--- config.mk ---
export PLATFORM = sky130hd
export DESIGN_NAME = lsr_shift_sequencer_flat
export DESIGN_NICKNAME = d
export VERILOG_FILES = /design/src/rtl/lsr_shift_sequencer_if.sv /design/src/rtl/lsr_shift_sequencer.sv /design/src/flat_wrapper.sv
export SDC_FILE = /design/constraint.sdc
export NUM_CORES = 1
export LEC_CHECK = 0
export ABC_AREA = 1
export CORE_UTILIZATION = 38
export DETAILED_ROUTE_END_ITERATION = 8
export PLACE_DENSITY = 0.62
export SLEW_MARGIN = 20
export SYNTH_ARGS = -nofsm -noshare
export SYNTH_HDL_FRONTEND = slang
export SYNTH_SLANG_ARGS = --single-unit
--- constraint.sdc ---
create_clock -name clk -period 2.6 [get_ports clk]
set_input_delay 0.52 -clock clk [delete_from_list [all_inputs] [get_ports clk]]
set_output_delay 0.52 -clock clk [all_outputs]
set_load 0.05 [all_outputs]
--- src/rtl/lsr_shift_sequencer_if.sv ---
// lsr_shift_sequencer_if: operand/result handshake bundle for the multi-cycle shifter
interface lsr_shift_sequencer_if #(
  parameter int WIDTH = 64,
  parameter int SHW = $clog2(WIDTH)
);
  logic in_valid;
  logic in_ready;
  logic [WIDTH-1:0] in_data;
  logic [SHW-1:0] in_shamt;
  logic flush;
  logic out_valid;
  logic out_ready;
  logic [WIDTH-1:0] out_data;
  logic busy;
  modport master (
    output in_valid, in_data, in_shamt, flush, out_ready,
    input in_ready, out_valid, out_data, busy
  );
  modport slave (
    input in_valid, in_data, in_shamt, flush, out_ready,
    output in_ready, out_valid, out_data, busy
  );
endinterface

--- src/rtl/lsr_shift_sequencer.sv ---
// lsr_shift_sequencer: logical shift right resolved one power-of-two stage per cycle, MSB stage first
module lsr_shift_sequencer #(
  parameter int WIDTH = 64
) (
  input logic clk,
  input logic rst_n,
  lsr_shift_sequencer_if.slave bus
);
  localparam int SHW = $clog2(WIDTH);
  localparam int SW = (SHW > 1) ? $clog2(SHW) : 1;
  typedef enum logic [1:0] {IDLE, SHIFT, DONE} state_t;
  state_t state_q, state_d;
  logic [WIDTH-1:0] acc_q, acc_d, acc_sh, out_q, out_d;
  logic [SHW-1:0] amt_q, amt_d, en;
  logic [SW-1:0] stage_q, stage_d;
  for (genvar k = 0; k < SHW; k++) begin : g_unit
    assign en[k] = (state_q == SHIFT) && (stage_q == SW'(k)) && amt_q[k];
  end
  always_comb begin
    acc_sh = acc_q;
    for (int k = 0; k < SHW; k++) if (en[k]) acc_sh = acc_q >> (1 << k);
  end
  always_comb begin
    state_d = state_q;
    acc_d = acc_q;
    amt_d = amt_q;
    stage_d = stage_q;
    out_d = out_q;
    if (state_q == IDLE && bus.in_valid && !bus.flush) begin
      state_d = SHIFT;
      acc_d = bus.in_data;
      amt_d = bus.in_shamt;
      stage_d = SW'(SHW - 1);
    end
    if (state_q == SHIFT) begin
      acc_d = acc_sh;
      stage_d = (stage_q == '0) ? stage_q : stage_q - SW'(1);
      if (stage_q == '0) state_d = DONE;
      // result register only moves on a real entry into DONE, so a flushed op leaves it untouched
      if (stage_q == '0 && !bus.flush) out_d = acc_sh;
    end
    if (state_q == DONE && bus.out_ready) state_d = IDLE;
    if (bus.flush) state_d = IDLE;
  end
  always_ff @(posedge clk or negedge rst_n) begin
    if (!rst_n) begin
      state_q <= IDLE;
      acc_q <= '0;
      amt_q <= '0;
      stage_q <= '0;
      out_q <= '0;
    end else begin
      state_q <= state_d;
      acc_q <= acc_d;
      amt_q <= amt_d;
      stage_q <= stage_d;
      out_q <= out_d;
    end
  end
  assign bus.in_ready = (state_q == IDLE) && !bus.flush;
  assign bus.out_valid = (state_q == DONE);
  assign bus.busy = (state_q != IDLE);
  assign bus.out_data = out_q;
endmodule

--- src/flat_wrapper.sv ---
// flat-port wrapper written by rule: the top's interface ports become plain ports
module lsr_shift_sequencer_flat 
#(
  parameter int WIDTH = 64
)
  (clk, rst_n, bus_in_valid, bus_in_data, bus_in_shamt, bus_flush, bus_out_ready, bus_in_ready, bus_out_valid, bus_out_data, bus_busy);
  lsr_shift_sequencer_if #(.WIDTH(WIDTH)) bus_i ();
  input logic clk;
  input logic rst_n;
  input wire logic [$bits(bus_i.in_valid)-1:0] bus_in_valid;
  input wire logic [$bits(bus_i.in_data)-1:0] bus_in_data;
  input wire logic [$bits(bus_i.in_shamt)-1:0] bus_in_shamt;
  input wire logic [$bits(bus_i.flush)-1:0] bus_flush;
  input wire logic [$bits(bus_i.out_ready)-1:0] bus_out_ready;
  output wire logic [$bits(bus_i.in_ready)-1:0] bus_in_ready;
  output wire logic [$bits(bus_i.out_valid)-1:0] bus_out_valid;
  output wire logic [$bits(bus_i.out_data)-1:0] bus_out_data;
  output wire logic [$bits(bus_i.busy)-1:0] bus_busy;
  assign bus_i.in_valid = bus_in_valid;
  assign bus_i.in_data = bus_in_data;
  assign bus_i.in_shamt = bus_in_shamt;
  assign bus_i.flush = bus_flush;
  assign bus_i.out_ready = bus_out_ready;
  assign bus_in_ready = bus_i.in_ready;
  assign bus_out_valid = bus_i.out_valid;
  assign bus_out_data = bus_i.out_data;
  assign bus_busy = bus_i.busy;
  lsr_shift_sequencer #(.WIDTH(WIDTH)) u_core (.clk(clk), .rst_n(rst_n), .bus(bus_i));
endmodule
Yosys cells after proc, flatten, opt, wreduce, memory -nomap -nowiden. Cells that the tools add are included.

Register bits after elaboration: 139. Input port bits: 75. Output and inout port bits: 67. Word-level logic and storage cells: 54.

Muxes and demuxes: 16. Eq/ne operators: 8. $add $sub $neg: 1. Reduce and logical (&&, ||, !) cells: 24.

Operators with widths (number): $mux W64 (8); $logic_and A1 B1 Y1 (17); $mux W2 (5); $mux W3 (3); $eq A3 B2 Y1 const B (2); $eq A3 B3 Y1 const B (2); $reduce_and A2 Y1 (2); $reduce_bool A2 Y1 (2); $eq A3 B1 Y1 const B (1); $logic_not A3 Y1 (1); $sub A3 B1 Y3 const B (1); $eq A2 B1 Y1 const B (1); $eq A2 B2 Y1 const B (1); $logic_not A2 Y1 (1); $ne A2 B2 Y1 const B (1); $logic_not A1 Y1 (1).

Depth between registers and ports, before layout.
Depth in word-level cells: 10. Depth in mapped cells: 14. Depth with buffers taken out: 13.

Least setup slack after synthesis. OpenSTA, ideal clock, no wires.

Kind: register to register. From: register u_core.state_q[1]. To: register u_core.acc_q[10]. Setup time: 0.118 ns. Setup slack: 0.087 ns. Data required time: 2.482 ns. Data arrival time: 2.395 ns. Stages on the path, launching flop included: 10. Period minus slack after synthesis: 2.513 ns. Buffers on the path: 1. Cells stage by stage: dfrtp_1 -> nor2_1 -> inv_1 -> nor2_1 -> nand2_2 -> nand2_2 -> clkbuf_1 -> o21ai_0 -> inv_1 -> nand2_1.

Cells in the longest elaborated chain, start to end: 10. Elaborated cells between the ends (all ways): 24. Classes of those cells: 1 x eq/ne; 7 x mux; 16 x reduce/logical.

RTL lines: start: declaration (RTL line lsr_shift_sequencer.sv:12) `state_t state_q, state_d;`; start signal: assignment (RTL line lsr_shift_sequencer.sv:53) `state_q <= state_d;`; $eq A2 B1 Y1 (RTL line lsr_shift_sequencer.sv:17, lsr_shift_sequencer.sv:35); $logic_and A1 B1 Y1 (2 in a row) (RTL line lsr_shift_sequencer.sv:17) `assign en[k] = (state_q == SHIFT) && (stage_q == SW'(k)) && amt_q[k];`; $mux W64 (6 in a row) (RTL line lsr_shift_sequencer.sv:21) `for (int k = 0; k < SHW; k++) if (en[k]) acc_sh = acc_q >> (1 << k);`; $mux W64 (RTL line lsr_shift_sequencer.sv:35) `if (state_q == SHIFT) begin`; end signal: assignment (RTL line lsr_shift_sequencer.sv:48) `acc_q <= '0;`; end signal: assignment (RTL line lsr_shift_sequencer.sv:54) `acc_q <= acc_d;`; end: declaration (RTL line lsr_shift_sequencer.sv:13) `logic [WIDTH-1:0] acc_q, acc_d, acc_sh, out_q, out_d;`.

Several ways; a longest one is shown, not always the timed one. A chain may end at the register's enable or synchronous reset.

Final worst setup path.
From: register u_core.stage_q[0]. To: register u_core.out_q[53], in the netlist u_core.bus.out_data[53].

Cells in the longest elaborated chain, start to end: 9. Elaborated cells between the ends (all ways): 26. Classes of those cells: 5 x eq/ne; 6 x mux; 15 x reduce/logical.

RTL lines: start: declaration (RTL line lsr_shift_sequencer.sv:15) `logic [SW-1:0] stage_q, stage_d;`; start signal: assignment (RTL line lsr_shift_sequencer.sv:56) `stage_q <= stage_d;`; $logic_not A3 Y1 (RTL line lsr_shift_sequencer.sv:17, lsr_shift_sequencer.sv:40); $logic_and A1 B1 Y1 (2 in a row) (RTL line lsr_shift_sequencer.sv:17); $mux W64 (6 in a row) (RTL line lsr_shift_sequencer.sv:21); end signal: assignment (RTL line lsr_shift_sequencer.sv:57) `out_q <= out_d;`; end: declaration (RTL line lsr_shift_sequencer.sv:13).

Several ways; a longest one is shown, not always the timed one.

==> results.sh <==
export IMPL_status="complete, no violations"
export IMPL_critPathMaxFanout=17
export IMPL_rsz0062_at_grt="no"
export IMPL_crit_path_start_kind="register"
export IMPL_crit_required_ns=2.99
export IMPL_synth_most_common_cell="nand2_1"
export IMPL_antenna_found_initial=0
export IMPL_grt_max_degree=81
export IMPL_slew_viol_final=0
export IMPL_fillers=2586
export IMPL_die_area_um2=25900
export IMPL_cts_tree="built"
export IMPL_numClockSinks=139
export IMPL_cts_root_buf="clkbuf_16"
export IMPL_cp_slowest_stage_delay_ns=0.41
export IMPL_crit_arrival_ns=2.83
export IMPL_tns_ns=0
export IMPL_synth_edff_count=0
export IMPL_dpl_hpwl_mm=24.5
export IMPL_start_util_pct=39.1
export IMPL_drt_iter0_drc=1153
export IMPL_power_density_nw_per_um2=1050
export IMPL_fin_total_pwr_mw=12.6
export IMPL_min_to="u_core.bus.out_data[0]$_DFFE_PN0P_"
export IMPL_dp_cells=1917
export IMPL_synth_top_area_cell="dfrtp_1"
export IMPL_firstDrtPassIters=6
export IMPL_wl_per_cell_um=17.9
export IMPL_std_cell_rows=57
export IMPL_clock_latency_ns=0.44
export IMPL_place_ws_ns=0.235
export IMPL_netlist_instances=1514
export IMPL_min_period_ns=2.45
export IMPL_max_slew_margin_pct=57.7
export IMPL_path_buf_inv=3
export IMPL_dr_total_vias=10400
export IMPL_synth_area_top_cells="dfrtp_1 36%, nand2_1 21%, nand3_1 11%, inv_1 8.1%, o21ai_0 7.3%"
export IMPL_num_io_pins=142
export IMPL_synthTopCellsByCount="540 x nand2_1, 210 x nand3_1, 208 x inv_1"
export IMPL_ir_worst_vdd_v=0.000535
export IMPL_antennaDiodeCount=0
export IMPL_crit_chain="inv_1 -> ha_1 -> nand2_1 -> inv_1 -> nand2_2 -> buf_4 -> o22ai_1 -> o21ai_0 -> nand3_1 -> nand2_1"
export IMPL_drv_cap=0
export IMPL_post_cts_repair_setup_buffers=0
export IMPL_finalHoldViolations=0
export IMPL_synth_top_area_share_pct=36.3
export IMPL_fin_crit_sh_pct=94.1
export IMPL_grt_overflow=0
export IMPL_r2r_cells=10
export IMPL_clockBufferDepth=2
export IMPL_fmax_mhz=409
export IMPL_syn_to_final_growth_pct=25.1
export IMPL_criticalPathCategory="register to register"
export IMPL_r2r_start="u_core.stage_q[0]$_DFFE_PN0P_"
export IMPL_avgSynthCellArea_um2=6.34
export IMPL_rrSetupSlack_ns=0.15
export IMPL_final_cells=1950
export IMPL_clk_pin_slew_ns=0.07
export IMPL_ctsResizeCount=0
export IMPL_r2r_end="u_core.bus.out_data[53]$_DFFE_PN0P_"
export IMPL_final_nets=1693
export IMPL_remaining_drc_errors=0
export IMPL_fin_skew_ns=0.0143
export IMPL_path_delay_family="simple AND/OR/NAND/NOR gates"
export IMPL_ys_warn_count=0
export IMPL_holdWs_ns=0.483
export IMPL_io_buffers=141
export IMPL_tightest_slew_ns=0.634
export IMPL_hp_class="register to register"
export IMPL_hp_start="u_core.bus.out_data[0]$_DFFE_PN0P_"
export IMPL_die_x_um=161
export IMPL_via_per_inst=5.34
export IMPL_leakage_nw=5.86
export IMPL_cts_buffers=17
export IMPL_syn_area_um2=9590
export IMPL_grt_pass1_vias=9835
export IMPL_postRouteAntennaNets=0
export IMPL_fin_ws_ns=0.154
export IMPL_synth_ff_type="dfrtp_1"
export IMPL_cp_end_kind="register"
export IMPL_htreeDepth=4
export IMPL_whs_path_depth=2
export IMPL_grt_use_total_pct=27.4
export IMPL_synth_seq_cells=139
export IMPL_synth_seq_area_share_pct=36.3
export IMPL_slowest_stage="o21ai_0"
export IMPL_synth_cell_types=32
export IMPL_wirelength_mm=34.9
export IMPL_syn_nets=1594
export IMPL_postSynth_asyncResetShare_pct=100
export IMPL_dieHeight_um=161
export IMPL_setup_viol_count_final=0
export IMPL_core_um2=24500
export IMPL_grt_first_pass_wirelength_mm=55.2
export IMPL_drive_gt1_share_pct=5.35
export IMPL_gp_congestion=0.915
-- tightest hold or removal path, delay by kind of cell, from the launching register on --
kind	cells	cell delay [ns]
flip-flops	1	0.34
AND/OR/NAND/NOR	2	0.11
-- state kept, by name, summed over array words and instances, names as in the netlist --
signal and count:
u_core.amt_q 6, u_core.state_q 2, u_core.bus.out_data 64, u_core.stage_q 3
u_core.acc_q 64
-- final cells by class --
cell class              instances  area, um2  area share (%)
repair buffers                172       1810            15.1
multi-input cells            1068       4870            40.6
clock buffers                  19        453            3.77
flip-flops and latches        139       3480            29.0
well taps                     324        405            3.38
clock inverters                13        180            1.50
inverters                     215        807            6.73
-- cell families after synthesis --
family	count (synthesis)	synth area share, %
AND/OR/NAND/NOR	776	34.2
adder cells (fa/ha/maj)	5	0.652
buffers and inverters	307	13.1
flip-flops	139	36.3
AO/OA/AOI/OAI	287	15.8
-- per-layer routing --
metal	routed length [um]	up-vias	global-route usage, %	part of all wire, %
met1	15100	4883	36.8	43
met2	16200	448	43.9	46
met3	2420	74	4.65	6.9
met4	1250	0	10.8	3.6
li1	-	5017	-	-
met5	0	-	0	0
-- placed cells by master, fill, tap and decap left out, types with 2 or more instances in the layout --
cell type	Yosys	final
clkbuf_8	0	2
o21ai_1	71	71
ha_1	5	5
nand2_1	540	540
nor2_2	2	2
inv_8	0	2
clkinvlp_4	0	2
clkdlybuf4s50_1	0	139
nand3_4	2	2
buf_4	6	18
bufinv_16	0	3
dfrtp_1	139	139
o211ai_1	24	24
o21ai_0	140	140
nor2_4	2	2
inv_1	208	207
nor2_1	9	9
nand4_1	2	2
nand3_1	210	210
clkbuf_16	0	17
nand2_2	5	5
clkinv_4	0	3
inv_6	0	3
o22ai_1	8	8
a21oi_1	40	40
buf_12	0	13
inv_2	6	7
-- timing repair --
action | in CTS | in global routing
endpoints found under the setup margin | 0 | 0
hold endpoints to repair | 22 | 0
hold buffers | 1 | 0
-- stage by stage --
stage | area, um2 | util [%]
after floorplan | 9590 | -
after global placement | 11400 | 46.3
after detailed placement | 11400 | 46.3
after CTS | 12000 | 48.9
after global routing | 12000 | 48.9
final | 12000 | 48.9
-- power breakdown --
part	leakage (nW)	total, mW	switching, mW	internal (mW)
combinational	3.78	6.10	4.17	1.93
clock	0.305	2.66	1.08	1.59
sequential	1.77	3.86	0.806	3.05
-- worst max-delay path by stage --
stage          cells past startpoint                     startpoint                                   to
4_1_cts                            3    u_core.state_q[1]$_DFF_PN0_                        bus_out_valid
6_report                          10  u_core.stage_q[0]$_DFFE_PN0P_  u_core.bus.out_data[53]$_DFFE_PN0P_
2_1_floorplan                      9    u_core.state_q[1]$_DFF_PN0_         u_core.acc_q[10]$_DFFE_PN0P_
5_1_grt                           10  u_core.stage_q[0]$_DFFE_PN0P_  u_core.bus.out_data[53]$_DFFE_PN0P_
3_3_place_gp                      10  u_core.stage_q[0]$_DFFE_PN0P_  u_core.bus.out_data[53]$_DFFE_PN0P_
3_5_place_dp                      10  u_core.stage_q[0]$_DFFE_PN0P_  u_core.bus.out_data[53]$_DFFE_PN0P_
No activity file was read; power rests on OpenSTA's default activity.
